<file path="src/rtl/gj_axis_uart_rx.sv">
// AXI-Stream UART receiver: oversampled start/data/parity/stop decoding with
// optional idle-gap frame tagging (tlast) and a power-down readiness flag.
module gj_axis_uart_rx #(
  parameter int OVS = 16
) (
  input  logic        clk,
  input  logic        rst,
  input  logic        clk_en,
  input  logic [3:0]  mode,
  input  logic [15:0] rxFrame_gap,
  input  logic        rx,
  output logic        rx_tvalid,
  input  logic        rx_tready,
  output logic [7:0]  rx_tdata,
  output logic        rx_tlast,
  output logic [1:0]  rx_tuser,
  output logic        rx_overrun,
  output logic        rxEn,
  input  logic        powerDown_tvalid,
  output logic        powerDown_tready
);
  localparam int TCW = $clog2(OVS);
  localparam int GW  = 16 + TCW + 1;

  typedef enum logic [2:0] {IDLE, START, DATA, PARITY, STOP, BREAK} state_t;

  state_t          state;
  logic            rx_m, rx_s;
  logic [TCW-1:0]  tc;
  logic [2:0]      bc;
  logic [3:0]      mode_q;
  logic [7:0]      shreg;
  logic            perr, ferr;
  logic            pend_vld;
  logic [7:0]      pend_data;
  logic [1:0]      pend_user;
  logic [GW-1:0]   gap_cnt;

  logic            tick_half, tick_bit, confirm, done, done_ferr, gap_exp, par_bad;
  logic [GW-1:0]   gap_lim;
  logic            ld_req, ld_pend, ld_last, ld_ok;
  logic [7:0]      ld_data;
  logic [1:0]      ld_user;
  logic            unused_pd;

  assign unused_pd        = powerDown_tvalid;
  assign powerDown_tready = (state == IDLE) && !pend_vld && !rx_tvalid;

  always_comb begin
    tick_half = clk_en && (tc == TCW'(OVS/2 - 1));
    tick_bit  = clk_en && (tc == TCW'(OVS - 1));
    confirm   = (state == START) && tick_half && !rx_s;
    done      = (state == STOP) && tick_bit && (mode_q[0] || bc == 3'd1);
    done_ferr = ferr | ~rx_s;
    par_bad   = (mode_q[2] ? ~^shreg : ^shreg) != rx_s;
    gap_lim   = GW'(OVS) * GW'((rxFrame_gap == 16'd0) ? 16'd1 : rxFrame_gap);
    // a start edge on the same tick as gap expiry wins: the byte goes out untagged
    gap_exp   = (state == IDLE) && pend_vld && clk_en && rx_s && (gap_cnt == gap_lim - 1'b1);
    ld_pend   = pend_vld && (confirm || gap_exp);
    ld_req    = 1'b0;
    ld_data   = shreg;
    ld_last   = 1'b0;
    ld_user   = {done_ferr, perr};
    if (done && !mode_q[3]) begin
      ld_req = 1'b1;
    end else if (ld_pend) begin
      ld_req  = 1'b1;
      ld_data = pend_data;
      ld_user = pend_user;
      ld_last = gap_exp;
    end
    ld_ok = !rx_tvalid || rx_tready;
  end

  always_ff @(posedge clk) begin
    if (rst) begin
      state      <= IDLE;
      rx_m       <= 1'b1;
      rx_s       <= 1'b1;
      tc         <= '0;
      bc         <= '0;
      mode_q     <= '0;
      shreg      <= '0;
      perr       <= 1'b0;
      ferr       <= 1'b0;
      pend_vld   <= 1'b0;
      pend_data  <= '0;
      pend_user  <= '0;
      gap_cnt    <= '0;
      rx_tvalid  <= 1'b0;
      rx_tdata   <= '0;
      rx_tlast   <= 1'b0;
      rx_tuser   <= '0;
      rx_overrun <= 1'b0;
      rxEn       <= 1'b0;
    end else begin
      rx_m       <= rx;
      rx_s       <= rx_m;
      rx_overrun <= 1'b0;

      if (rx_tvalid && rx_tready) rx_tvalid <= 1'b0;
      // a byte that cannot be placed is lost; the output register is never overwritten
      if (ld_req) begin
        if (ld_ok) begin
          rx_tvalid <= 1'b1;
          rx_tdata  <= ld_data;
          rx_tlast  <= ld_last;
          rx_tuser  <= ld_user;
        end else begin
          rx_overrun <= 1'b1;
        end
      end
      if (ld_pend) pend_vld <= 1'b0;
      if (done && mode_q[3]) begin
        pend_vld  <= 1'b1;
        pend_data <= shreg;
        pend_user <= {done_ferr, perr};
      end

      if (done || (state == IDLE && clk_en && !rx_s)) gap_cnt <= '0;
      else if (state == IDLE && clk_en && gap_cnt != '1) gap_cnt <= gap_cnt + 1'b1;

      if (clk_en) begin
        case (state)
          IDLE: if (!rx_s) begin
            state <= START;
            tc    <= '0;
          end
          START: if (tick_half) begin
            tc <= '0;
            if (!rx_s) begin
              state  <= DATA;
              rxEn   <= 1'b1;
              mode_q <= mode;
              bc     <= '0;
              perr   <= 1'b0;
              ferr   <= 1'b0;
            end else begin
              state <= IDLE;
            end
          end else tc <= tc + 1'b1;
          DATA: if (tick_bit) begin
            tc    <= '0;
            shreg <= {rx_s, shreg[7:1]};
            bc    <= bc + 1'b1;
            if (bc == 3'd7) state <= (mode_q[1] | mode_q[2]) ? PARITY : STOP;
          end else tc <= tc + 1'b1;
          PARITY: if (tick_bit) begin
            tc    <= '0;
            perr  <= par_bad;
            state <= STOP;
          end else tc <= tc + 1'b1;
          STOP: if (tick_bit) begin
            tc   <= '0;
            bc   <= bc + 1'b1;
            ferr <= done_ferr;
            if (done) begin
              rxEn  <= 1'b0;
              state <= (done_ferr && shreg == 8'd0) ? BREAK : IDLE;
            end
          end else tc <= tc + 1'b1;
          BREAK: if (rx_s) state <= IDLE;
          default: state <= IDLE;
        endcase
      end
    end
  end
endmodule

</file>
<file path="config.mk">
export PLATFORM = sky130hd
export DESIGN_NAME = gj_axis_uart_rx
export DESIGN_NICKNAME = d
export VERILOG_FILES = /design/src/rtl/gj_axis_uart_rx.sv
export SDC_FILE = /design/constraint.sdc
export NUM_CORES = 1
export LEC_CHECK = 0
export CORE_ASPECT_RATIO = 1.5
export CORE_MARGIN = 2
export CORE_UTILIZATION = 50
export DETAILED_ROUTE_END_ITERATION = 10
export GPL_ROUTABILITY_DRIVEN = 0
export HOLD_SLACK_MARGIN = 0.12
export PLACE_DENSITY = 0.82
export RECOVER_POWER = 100
export SLEW_MARGIN = 20
export SYNTH_ARGS = -nofsm -noshare
export SYNTH_HDL_FRONTEND = slang
export SYNTH_SLANG_ARGS = --single-unit
</file>
<file path="constraint.sdc">
create_clock -name clk -period 5.9 [get_ports clk]
set_input_delay 1.475 -clock clk [delete_from_list [all_inputs] [get_ports clk]]
set_output_delay 1.475 -clock clk [all_outputs]
set_load 0.01 [all_outputs]
</file>
==> results of run 1 <==
[per-layer routing]
layer	vias to the layer above	GRT usage (%)	share of wire, %
met4	0	14.5	5.0
met5	-	0	0
met3	38	4.83	3.9
met1	1705	23.0	38
li1	1812	-	-
met2	105	40.6	53
[sequential cells by signal (all words and copies together), names as in the netlist, 3 cells and up]
register / count
bc: 3
state: 3
gap_cnt: 21
rx_tdata: 8
pend_data: 8
tc: 4
mode_q: 4
shreg: 8
[logic make-up after synthesis]
| group | after synthesis | synth area share (%) |
|---|---|---|
| and+or+nand+nor | 207 | 26.8 |
| AOI/OAI and AO/OA | 107 | 18.4 |
| DFF | 72 | 35.8 |
| buffers and inverters | 51 | 5.35 |
| xor gates and xnor gates | 40 | 8.71 |
| adders and majority gates | 10 | 3.11 |
| muxes | 7 | 1.74 |
[metrics by stage]
step	hold slack [ns]	utilization (%)	power (uW)
floorplan	0.389	-	547
global placement	0.398	56.6	579
detailed placement	0.396	56.6	581
CTS	0.410	60.1	1070
global route	0.420	59.9	1100
finish	0.405	59.9	1060
[critical path, delay by kind of cell]
family          cells  cell delay, ns
compound gates      4            0.85
xor+xnor            1            0.19
fa+ha+maj           1            0.33
buf+inv             1            0.52
simple gates        6            2.44
[synth_stat cells (2+ instances only)]
| cell type | count | area share (%) |
|---|---|---|
| xor2_1 | 18 | 3.9 |
| nand4_1 | 10 | 1.6 |
| o211ai_1 | 2 | 0.37 |
| or4_1 | 5 | 0.93 |
| o21ai_0 | 13 | 1.6 |
| nor2_1 | 72 | 6.7 |
| dfxtp_1 | 72 | 36 |
| a211oi_1 | 3 | 0.56 |
| nand2_1 | 32 | 3.0 |
| a2bb2oi_1 | 2 | 0.44 |
| or3_1 | 6 | 0.93 |
| and3_1 | 7 | 1.1 |
| nor3_1 | 6 | 0.75 |
| clkbuf_1 | 22 | 2.1 |
| buf_6 | 3 | 0.84 |
| o221a_1 | 10 | 2.8 |
| nor4_4 | 2 | 1.1 |
| a21oi_1 | 45 | 5.6 |
| and2_1 | 2 | 0.31 |
| nor4b_1 | 2 | 0.44 |
| o2111ai_1 | 2 | 0.44 |
| a21o_1 | 3 | 0.56 |
| mux2i_1 | 7 | 1.7 |
| nand3_1 | 27 | 3.4 |
| a31oi_1 | 8 | 1.2 |
| inv_1 | 25 | 2.3 |
| nor4_1 | 11 | 1.7 |
| or2_2 | 2 | 0.31 |
| o31ai_1 | 2 | 0.37 |
| o21a_1 | 2 | 0.37 |
| nand3b_1 | 3 | 0.56 |
| nand2b_1 | 4 | 0.62 |
| ha_1 | 10 | 3.1 |
| or4_4 | 2 | 0.56 |
| xnor2_1 | 22 | 4.8 |
| nor2b_1 | 5 | 0.78 |
[layout by cell type (no fill, tap or decap), types with 3 or more instances in the layout]
cell type,synthesis,routed
nor2_1,72,72
a21o_1,3,3
dlygate4sd3_1,0,16
clkdlybuf4s50_1,0,23
ha_1,10,10
mux2i_1,7,7
nand2_1,32,32
nand4_1,10,10
or3_1,6,6
dfxtp_1,72,72
xor2_1,18,18
xnor2_1,22,22
nor3_1,6,6
nand2b_1,4,4
buf_4,0,5
a31oi_1,8,8
o221a_1,10,10
clkbuf_16,0,9
a211oi_1,3,3
nand3b_1,3,3
clkbuf_1,22,4
or4_1,5,6
a21oi_1,45,45
nor4_1,11,11
and3_1,7,7
o21ai_0,13,13
nand3_1,27,27
nor2b_1,5,5
inv_1,25,25
[path summary, 6_finish.rpt]
| check | cells after the start | slack, ns | endpoint | start |
|---|---|---|---|---|
| worst max-delay path | 13 | 0.33 | rx_tdata[0] | rxFrame_gap[0] |
| worst min-delay path | 1 | 0.41 | rx_s | rx_m |
| worst max register to register | 8 | 2.92 | rx_tdata[0] | state[1] |
| worst min register to register | 1 | 0.41 | rx_s | rx_m |
[power groups by stage]
stage	logic (uW)	registers [uW]	clock network, uW
3_5_place_dp	76.4	504	0
6_report	75.8	494	494
2_1_floorplan	44.8	502	0
5_1_grt	83.6	494	525
3_3_place_gp	74.4	504	0
4_1_cts	76.9	494	503
[final cells by class]
cell class / instances / area [um^2]
fill: 723 / 3170
multi-input combinational: 371 / 2360
sequential: 72 / 1440
timing repair buffer: 46 / 435
clock buffer: 12 / 246
tap: 105 / 131
inverter: 25 / 93.8
clock inverter: 4 / 28.8
==> impl_metrics.env, run 1 <==
export IMPL_outcome="finished with violations"
export IMPL_violations="capacitance limit, slew limit"
export IMPL_worst_clock_skew_ns=0.00421
export IMPL_drive_above_1_share_pct=6.04
export IMPL_final_hold_viol_count=0
export IMPL_switchingPower_uw=243
export IMPL_ant_nets=0
export IMPL_core_area_um2=7910
export IMPL_ys_seq_area_share_pct=35.8
export IMPL_synth_warnings=0
export IMPL_fmax_mhz=180
export IMPL_period_share_pct=94.4
export IMPL_ctsResizeCount=0
export IMPL_root_buffer="clkbuf_16"
export IMPL_fin_cells=635
export IMPL_vias=3660
export IMPL_wl_per_cell_um=14.8
export IMPL_dieArea_um2=8800
export IMPL_grt_max_degree=51
export IMPL_vias_per_cell=5.76
export IMPL_final_cell_area_um2=4730
export IMPL_cts_made_buffers=9
export IMPL_worst_pin_slew_ns=2.05
export IMPL_min_period_ns=5.57
export IMPL_cap_violations=1
export IMPL_wirelength_um=9420
export IMPL_clkTransAtPathRegs_ns=0.05
export IMPL_async_flop_share_pct=0
export IMPL_pwr_share_comb_pct=7.1
export IMPL_slew_viol_final=51
export IMPL_fp_dieW_um=77.2
export IMPL_grt_ovfl_total=0
export IMPL_dp_hpwl_um=7010
export IMPL_ir_drop_v=0.000188
export IMPL_p_int_uw=821
export IMPL_synth_cells=494
export IMPL_cts_path_max_buffers=2
export IMPL_cts_htree_levels=3
export IMPL_grt_antenna_before_repair=0
export IMPL_p_seq_share_pct=46.4
export IMPL_p_leak_uw=0.00169
export IMPL_worst_slack_ns=0.330
export IMPL_ios=41
export IMPL_clock_sinks=72
export IMPL_initial_core_util_pct=50.9
export IMPL_fp_row_count=40
export IMPL_cp_data_arrival_time_ns=5.79
export IMPL_relSlewSlack_pct=-36.6
export IMPL_port_buffers=39
export IMPL_post_cts_buffers=0
export IMPL_synth_area_per_cell_um2=8.15
export IMPL_fin_tns_setup_ns=0
export IMPL_first_iter_violations=173
export IMPL_cts_tree="yes"
export IMPL_dp_slack_ns=0.0812
export IMPL_clkPwrFrac_pct=46.4
export IMPL_ys_ff_latch=72
export IMPL_critPathKind="primary input to flop"
export IMPL_setup_viol=0
export IMPL_drcViolationCount=0
export IMPL_grt_first_pass_wirelength_um=15900
export IMPL_grt_pass1_vias=3615
export IMPL_synth_edff_count=0
export IMPL_clk_latency_ns=0.34
export IMPL_first_pass_iters=4
export IMPL_ctsHoldBuffers=0
export IMPL_synth_net_count=530
export IMPL_rsz0062_at_grt="false"
export IMPL_dp_cells=619
export IMPL_die_h_um=114
export IMPL_crit_slowest_cell="or4_1"
export IMPL_ys_types=61
export IMPL_cp_required_ns=6.12
export IMPL_worstPathMaxFanout=9
export IMPL_cp_end_kind="flop"
export IMPL_crit_chain="clkdlybuf4s50_1 > or4_1 > nor4_1 > nor2_1 > ha_1 > xor2_1 > o2111ai_1 > or4_1 > nor4_1 > o2111a_1 > a21oi_4 > or2_1 > o221a_1"
export IMPL_start_kind="primary input"
export IMPL_synth_area_um2=4020
export IMPL_critPathMaxStageDelay_ns=0.73
export IMPL_power_density_nw_per_um2=225
export IMPL_p_sw_share_pct=22.9
export IMPL_grt_usage_pct=22.4
export IMPL_postPlaceCellArea_um2=4480
export IMPL_final_nets=561
export IMPL_diodes=0
export IMPL_hp_class="flop to flop"
export IMPL_synthFlopType="dfxtp_1"
export IMPL_area_growth_pct=17.6
(Power assumes the default switching activity.)
==> inputs of run 2 (changes only) <==
ABC_AREA = 1   (was unset)
PLACE_DENSITY = 0.81   (was 0.82)
==> run 2 against run 1 <==
Effect of this change:
- the flow now finishes without violations
- final area increased by 4.0%
- setup slack improved by 0.60 ns
- register-to-register slack got worse by 0.29 ns
- combinational power increased to 4.9 times the previous value
- clock-buffer cell count increased by 1
- die area increased by 3.9%
- final cell count increased by 25%
- first-iteration DRC count increased by 36%
- largest cell class unchanged
- wire length increased by 5.0%
- utilization increased by 1.2 points
- clock power increased by 3%
- fmax increased by 12%
==> impl_metrics.env, run 2 <==
export IMPL_grt_ovfl_total=0
export IMPL_ctsHoldBuffers=0
export IMPL_root_buffer="clkbuf_16"
export IMPL_grt_antenna_before_repair=0
export IMPL_ys_ff_latch=72
export IMPL_initial_core_util_pct=52.0
export IMPL_cp_end_kind="flop"
export IMPL_grt_pass1_vias=3982
export IMPL_critPathMaxStageDelay_ns=0.47
export IMPL_p_total_uw=1410
export IMPL_synth_area_per_cell_um2=6.54
export IMPL_synthFlopType="dfxtp_1"
export IMPL_final_nets=717
export IMPL_worst_pin_slew_ns=1.10
export IMPL_first_pass_iters=5
export IMPL_cts_path_max_buffers=2
export IMPL_grt_max_degree=38
export IMPL_rsz0062_at_grt="false"
export IMPL_synth_most_common_cell="nand2_1"
export IMPL_cp_data_arrival_time_ns=5.24
export IMPL_critPathKind="primary input to flop"
export IMPL_crit_slowest_cell="clkdlybuf4s50_1"
export IMPL_diodes=0
export IMPL_period_share_pct=84.2
export IMPL_synth_top_area_share_pct=34.4
export IMPL_final_cell_mix="nand2_1 (125), inv_1 (109), nor2_1 (87)"
export IMPL_clk_latency_ns=0.33
export IMPL_final_cell_area_um2=4920
export IMPL_power_density_nw_per_um2=287
export IMPL_mostFrequentLayoutCell="nand2_1"
export IMPL_drcViolationCount=0
export IMPL_fp_row_count=40
export IMPL_synth_top_area_cell="dfxtp_1"
export IMPL_post_cts_buffers=0
export IMPL_ys_types=38
export IMPL_final_hold_viol_count=0
export IMPL_min_period_ns=4.97
export IMPL_ant_nets=0
export IMPL_clock_sinks=72
export IMPL_ys_seq_area_share_pct=34.4
export IMPL_ctsResizeCount=0
export IMPL_ir_drop_v=0.000233
export IMPL_core_area_um2=8060
export IMPL_start_kind="primary input"
export IMPL_synth_edff_count=0
export IMPL_wl_per_cell_um=12.5
export IMPL_worst_path_most_repeated_cell="nand2_1"
export IMPL_fp_dieW_um=78.7
export IMPL_drive_above_1_share_pct=4.66
export IMPL_vias_per_cell=5.20
export IMPL_synth_area_um2=4190
export IMPL_cts_tree="yes"
export IMPL_synth_warnings=0
export IMPL_cp_required_ns=6.17
export IMPL_wirelength_um=9900
export IMPL_die_h_um=116
export IMPL_dp_slack_ns=0.972
export IMPL_outcome="completed"
export IMPL_max_flop_register="gap_cnt"
export IMPL_cap_violations=0
export IMPL_worstPathMaxFanout=19
export IMPL_async_flop_share_pct=0
export IMPL_dp_hpwl_um=7400
export IMPL_vias=4117
export IMPL_synth_net_count=677
export IMPL_p_leak_uw=0.00212
export IMPL_cts_made_buffers=9
export IMPL_clkTransAtPathRegs_ns=0.05
export IMPL_grt_first_pass_wirelength_um=16600
export IMPL_synth_area_leaders="dfxtp_1 (34%), nand2_1 (11%), inv_1 (9.8%), nor2_1 (7.5%), a21oi_1 (6.1%)"
export IMPL_port_buffers=39
export IMPL_relSlewSlack_pct=26.3
export IMPL_cts_htree_levels=3
export IMPL_postPlaceCellArea_um2=4660
export IMPL_largest_reg_flops=21
export IMPL_slew_viol_final=0
export IMPL_area_growth_pct=17.5
export IMPL_worst_clock_skew_ns=0.00393
export IMPL_dieArea_um2=9140
export IMPL_ios=41
export IMPL_first_iter_violations=236
export IMPL_grt_usage_pct=22.6
export IMPL_synth_cells=641
export IMPL_setup_viol=0
export IMPL_hp_class="flop to flop"
export IMPL_synth_common_cells="nand2_1 (123), inv_1 (109), nor2_1 (84)"
export IMPL_worst_slack_ns=0.934
export IMPL_fmax_mhz=201
export IMPL_fin_tns_setup_ns=0
==> run 2: cell count changes after synthesis, sizes merged, moves of 16 or more <==
cell    previous run  this run
o21ai             15        40
clkbuf            22         6
nor3               7        23
inv               25       110
xnor2             22         5
nor2              72        93
nand2             32       131
==> run 2: critical path: cells and delay by family <==
family	cells	cell delay, ns
fa+ha+maj	1	0.31
buf+inv	2	0.51
simple gates	22	2.92
==> run 2: logic make-up after synthesis <==
group	count (synthesis)	share of synthesized area (%)
DFF	72	34.4
AOI/OAI and AO/OA	109	14.1
adders and majority gates	10	2.99
buffers and inverters	123	11.4
and+or+nand+nor	309	33.4
xor gates and xnor gates	18	3.76
==> run 2: layout make-up <==
class	count	area, um^2
fillers	735	3140
inverters	112	420
flip-flops and latches	72	1440
clock buffers	13	270
multi-input cells	446	2250
repair buffers	40	394
well taps	105	131
clock inverters	3	15.0
==> run 2: stage by stage <==
stage	instances	util [%]	hold slack, ns
final	791	61.1	0.415
after global routing	791	61.1	0.448
after CTS	791	61.4	0.422
after detailed placement	775	57.9	0.405
after global placement	775	57.9	0.400
after floorplan	641	-	0.389
==> run 2: worst paths after layout <==
kind	start	to	slack, ns	cells after the start
min	rx_m	rx_s	0.41	1
min reg2reg	rx_m	rx_s	0.41	1
max	rxFrame_gap[8]	rx_tuser[0]	0.93	25
max reg2reg	tc[0]	pend_user[0]	2.63	11
==> run 2: metal layers <==
layer	share of wire, %	GRT usage, %	wire length [um]
met1	41	23.2	4030
met5	0	0	0
met4	2.7	10.4	268
met2	53	43.3	5220
met3	3.8	4.95	377
==> run 2: power breakdown <==
group / total [uW] / internal, uW / switching [uW]
sequential: 536 / 516 / 19.7
combinational: 369 / 127 / 242
clock: 510 / 317 / 193
==> inputs of run 3 (changes only) <==
PLACE_DENSITY = 0.84   (was 0.81)
clock period = 4.2 ns   (was 5.9 ns; I/O delays follow)
==> run 3 against run 2 <==
Effect of this change:
- critical path depth decreased by 13
- sequential cell count unchanged
- die area unchanged
- final area is 3.7% higher
- clock power is 61% higher
- final cell count rose by 1.9%
- setup slack worse by 0.57 ns
==> impl_metrics.env, run 3 (same netlist as run 2, synthesis figures left out) <==
export IMPL_p_int_uw=1460
export IMPL_cap_violations=0
export IMPL_drive_above_1_share_pct=7.13
export IMPL_cp_required_ns=4.42
export IMPL_cts_tree="yes"
export IMPL_outcome="completed"
export IMPL_fillCellCount=705
export IMPL_root_buffer="clkbuf_16"
export IMPL_cp_end_kind="flop"
export IMPL_p_sw_share_pct=31.2
export IMPL_cp_data_arrival_time_ns=4.06
export IMPL_grt_first_pass_wirelength_um=17500
export IMPL_drcViolationCount=0
export IMPL_critPathKind="primary input to flop"
export IMPL_wl_per_cell_um=13.0
export IMPL_rsz0062_at_grt="false"
export IMPL_fin_tns_setup_ns=0
export IMPL_period_share_pct=91.4
export IMPL_worst_pin_slew_ns=0.912
export IMPL_cts_htree_levels=3
export IMPL_clock_sinks=72
export IMPL_dieArea_um2=9140
export IMPL_power_density_nw_per_um2=415
export IMPL_area_growth_pct=21.8
export IMPL_pwr_share_comb_pct=25.6
export IMPL_ant_nets=0
export IMPL_start_kind="primary input"
export IMPL_relSlewSlack_pct=39.0
export IMPL_whs_ns=0.406
export IMPL_hp_class="flop to flop"
export IMPL_grt_antenna_before_repair=0
export IMPL_holdPathEnd="rx_s"
export IMPL_switchingPower_uw=660
export IMPL_regToRegStartpoint="tc[0]"
export IMPL_mostFrequentLayoutCell="nand2_1"
export IMPL_grt_usage_pct=24.0
export IMPL_setup_viol=0
export IMPL_clkTransAtPathRegs_ns=0.05
export IMPL_die_h_um=116
export IMPL_final_nets=733
export IMPL_vias=4278
export IMPL_grt_pass1_vias=4175
export IMPL_r2r_end="pend_user[0]"
export IMPL_fp_row_count=40
export IMPL_fmax_mhz=261
export IMPL_port_buffers=39
export IMPL_final_cell_mix="nand2_1 (123), inv_1 (109), nor2_1 (85)"
export IMPL_worstHoldStart="rx_m"
export IMPL_worst_clock_skew_ns=0.00329
export IMPL_p_leak_uw=0.00222
export IMPL_initial_core_util_pct=52.0
export IMPL_core_area_um2=8060
export IMPL_grt_max_degree=23
export IMPL_ir_drop_v=0.000389
export IMPL_p_total_uw=2120
export IMPL_ios=41
export IMPL_final_hold_viol_count=0
export IMPL_cts_path_max_buffers=2
export IMPL_fp_dieW_um=78.7
export IMPL_diodes=0
export IMPL_min_period_ns=3.84
export IMPL_vias_per_cell=5.31
export IMPL_worstPathMaxFanout=19
export IMPL_slew_viol_final=0
export IMPL_cts_made_buffers=9
export IMPL_first_iter_violations=237
export IMPL_hold_depth=1
export IMPL_rrSetupSlack_ns=1.13
export IMPL_clkPwrFrac_pct=38.7
export IMPL_dp_hpwl_um=7680
export IMPL_p_seq_share_pct=35.7
export IMPL_largest_reg_flops=21
export IMPL_first_pass_iters=5
export IMPL_wirelength_um=10500
export IMPL_grt_ovfl_total=0
export IMPL_rr_worst_depth=12
export IMPL_max_flop_register="gap_cnt"
export IMPL_clk_latency_ns=0.34
## run 3: cell count changes in the layout (fill, tap and decap cells not counted), moves of 2 or more
cell       before  now
buf_4           0   14
nor2_1         87   85
bufinv_16       0    2
clkinv_2        3    1
nand2_1       125  123
nor2_2          3    5
## run 3: worst max-delay path by stage
stage,start,cells after the start,endpoint
global route,rxFrame_gap[10],25,rx_tdata[7]
global placement,rxFrame_gap[9],25,rx_tdata[6]
detailed placement,rxFrame_gap[12],25,rx_tdata[6]
floorplan,rxFrame_gap[0],24,rx_tdata[2]
finish,clk_en,12,pend_user[0]
CTS,rxFrame_gap[9],25,rx_tdata[7]
## run 3: layer usage
layer | part of all wire, % | wire length, um | GRT usage [%]
met4 | 2.5 | 258 | 10.6
met2 | 54 | 5630 | 46.6
met1 | 39 | 4110 | 24.5
met5 | 0 | 0 | 0
met3 | 4.9 | 518 | 4.87
## run 3: power groups by stage
stage / combinational [uW] / clock (uW) / sequential [uW]
2_1_floorplan: 361 / 0 / 762
5_1_grt: 601 / 857 / 758
6_report: 543 / 820 / 756
3_5_place_dp: 522 / 0 / 766
3_3_place_gp: 501 / 0 / 764
4_1_cts: 535 / 829 / 753
## run 3: cell type report
cell class,instances,area [um^2],share of cell area (%)
Clock buffer,12,256,5.03
Clock inverter,3,65.1,1.27
Inverter,112,420,8.24
Multi-Input combinational cell,446,2270,44.5
Sequential cell,72,1440,28.2
Tap cell,105,131,2.57
Timing Repair Buffer,56,517,10.1
## run 3: worst max-delay path, cell delays in order
cell	delay [ns]
dlygate4sd3_1	0.58
inv_1	0.09
nor3_1	0.39
inv_1	0.14
or2_2	0.31
nor2_1	0.30
inv_1	0.13
nor2_2	0.09
clkbuf_1	0.59
inv_1	0.15
o21ai_0	0.18
a21oi_1	0.06
## run 3: metrics by stage
stage               utilization, %  cell area [um^2]  cells  worst slack, ns
floorplan                        -              4190    641            0.807
global placement              59.4              4790    790            0.110
detailed placement            59.4              4790    790           0.0987
CTS                           63.4              5110    805            0.396
global route                  63.3              5100    806           0.0109
finish                        63.3              5100    806            0.363
## run 3: repair_timing
item | CTS | global route
buffers inserted | 0 | 1
endpoints found under the setup margin | 0 | 3
gates resized for setup | 0 | 2
hold endpoints to repair | 0 | 0
hold buffers | 0 | 0
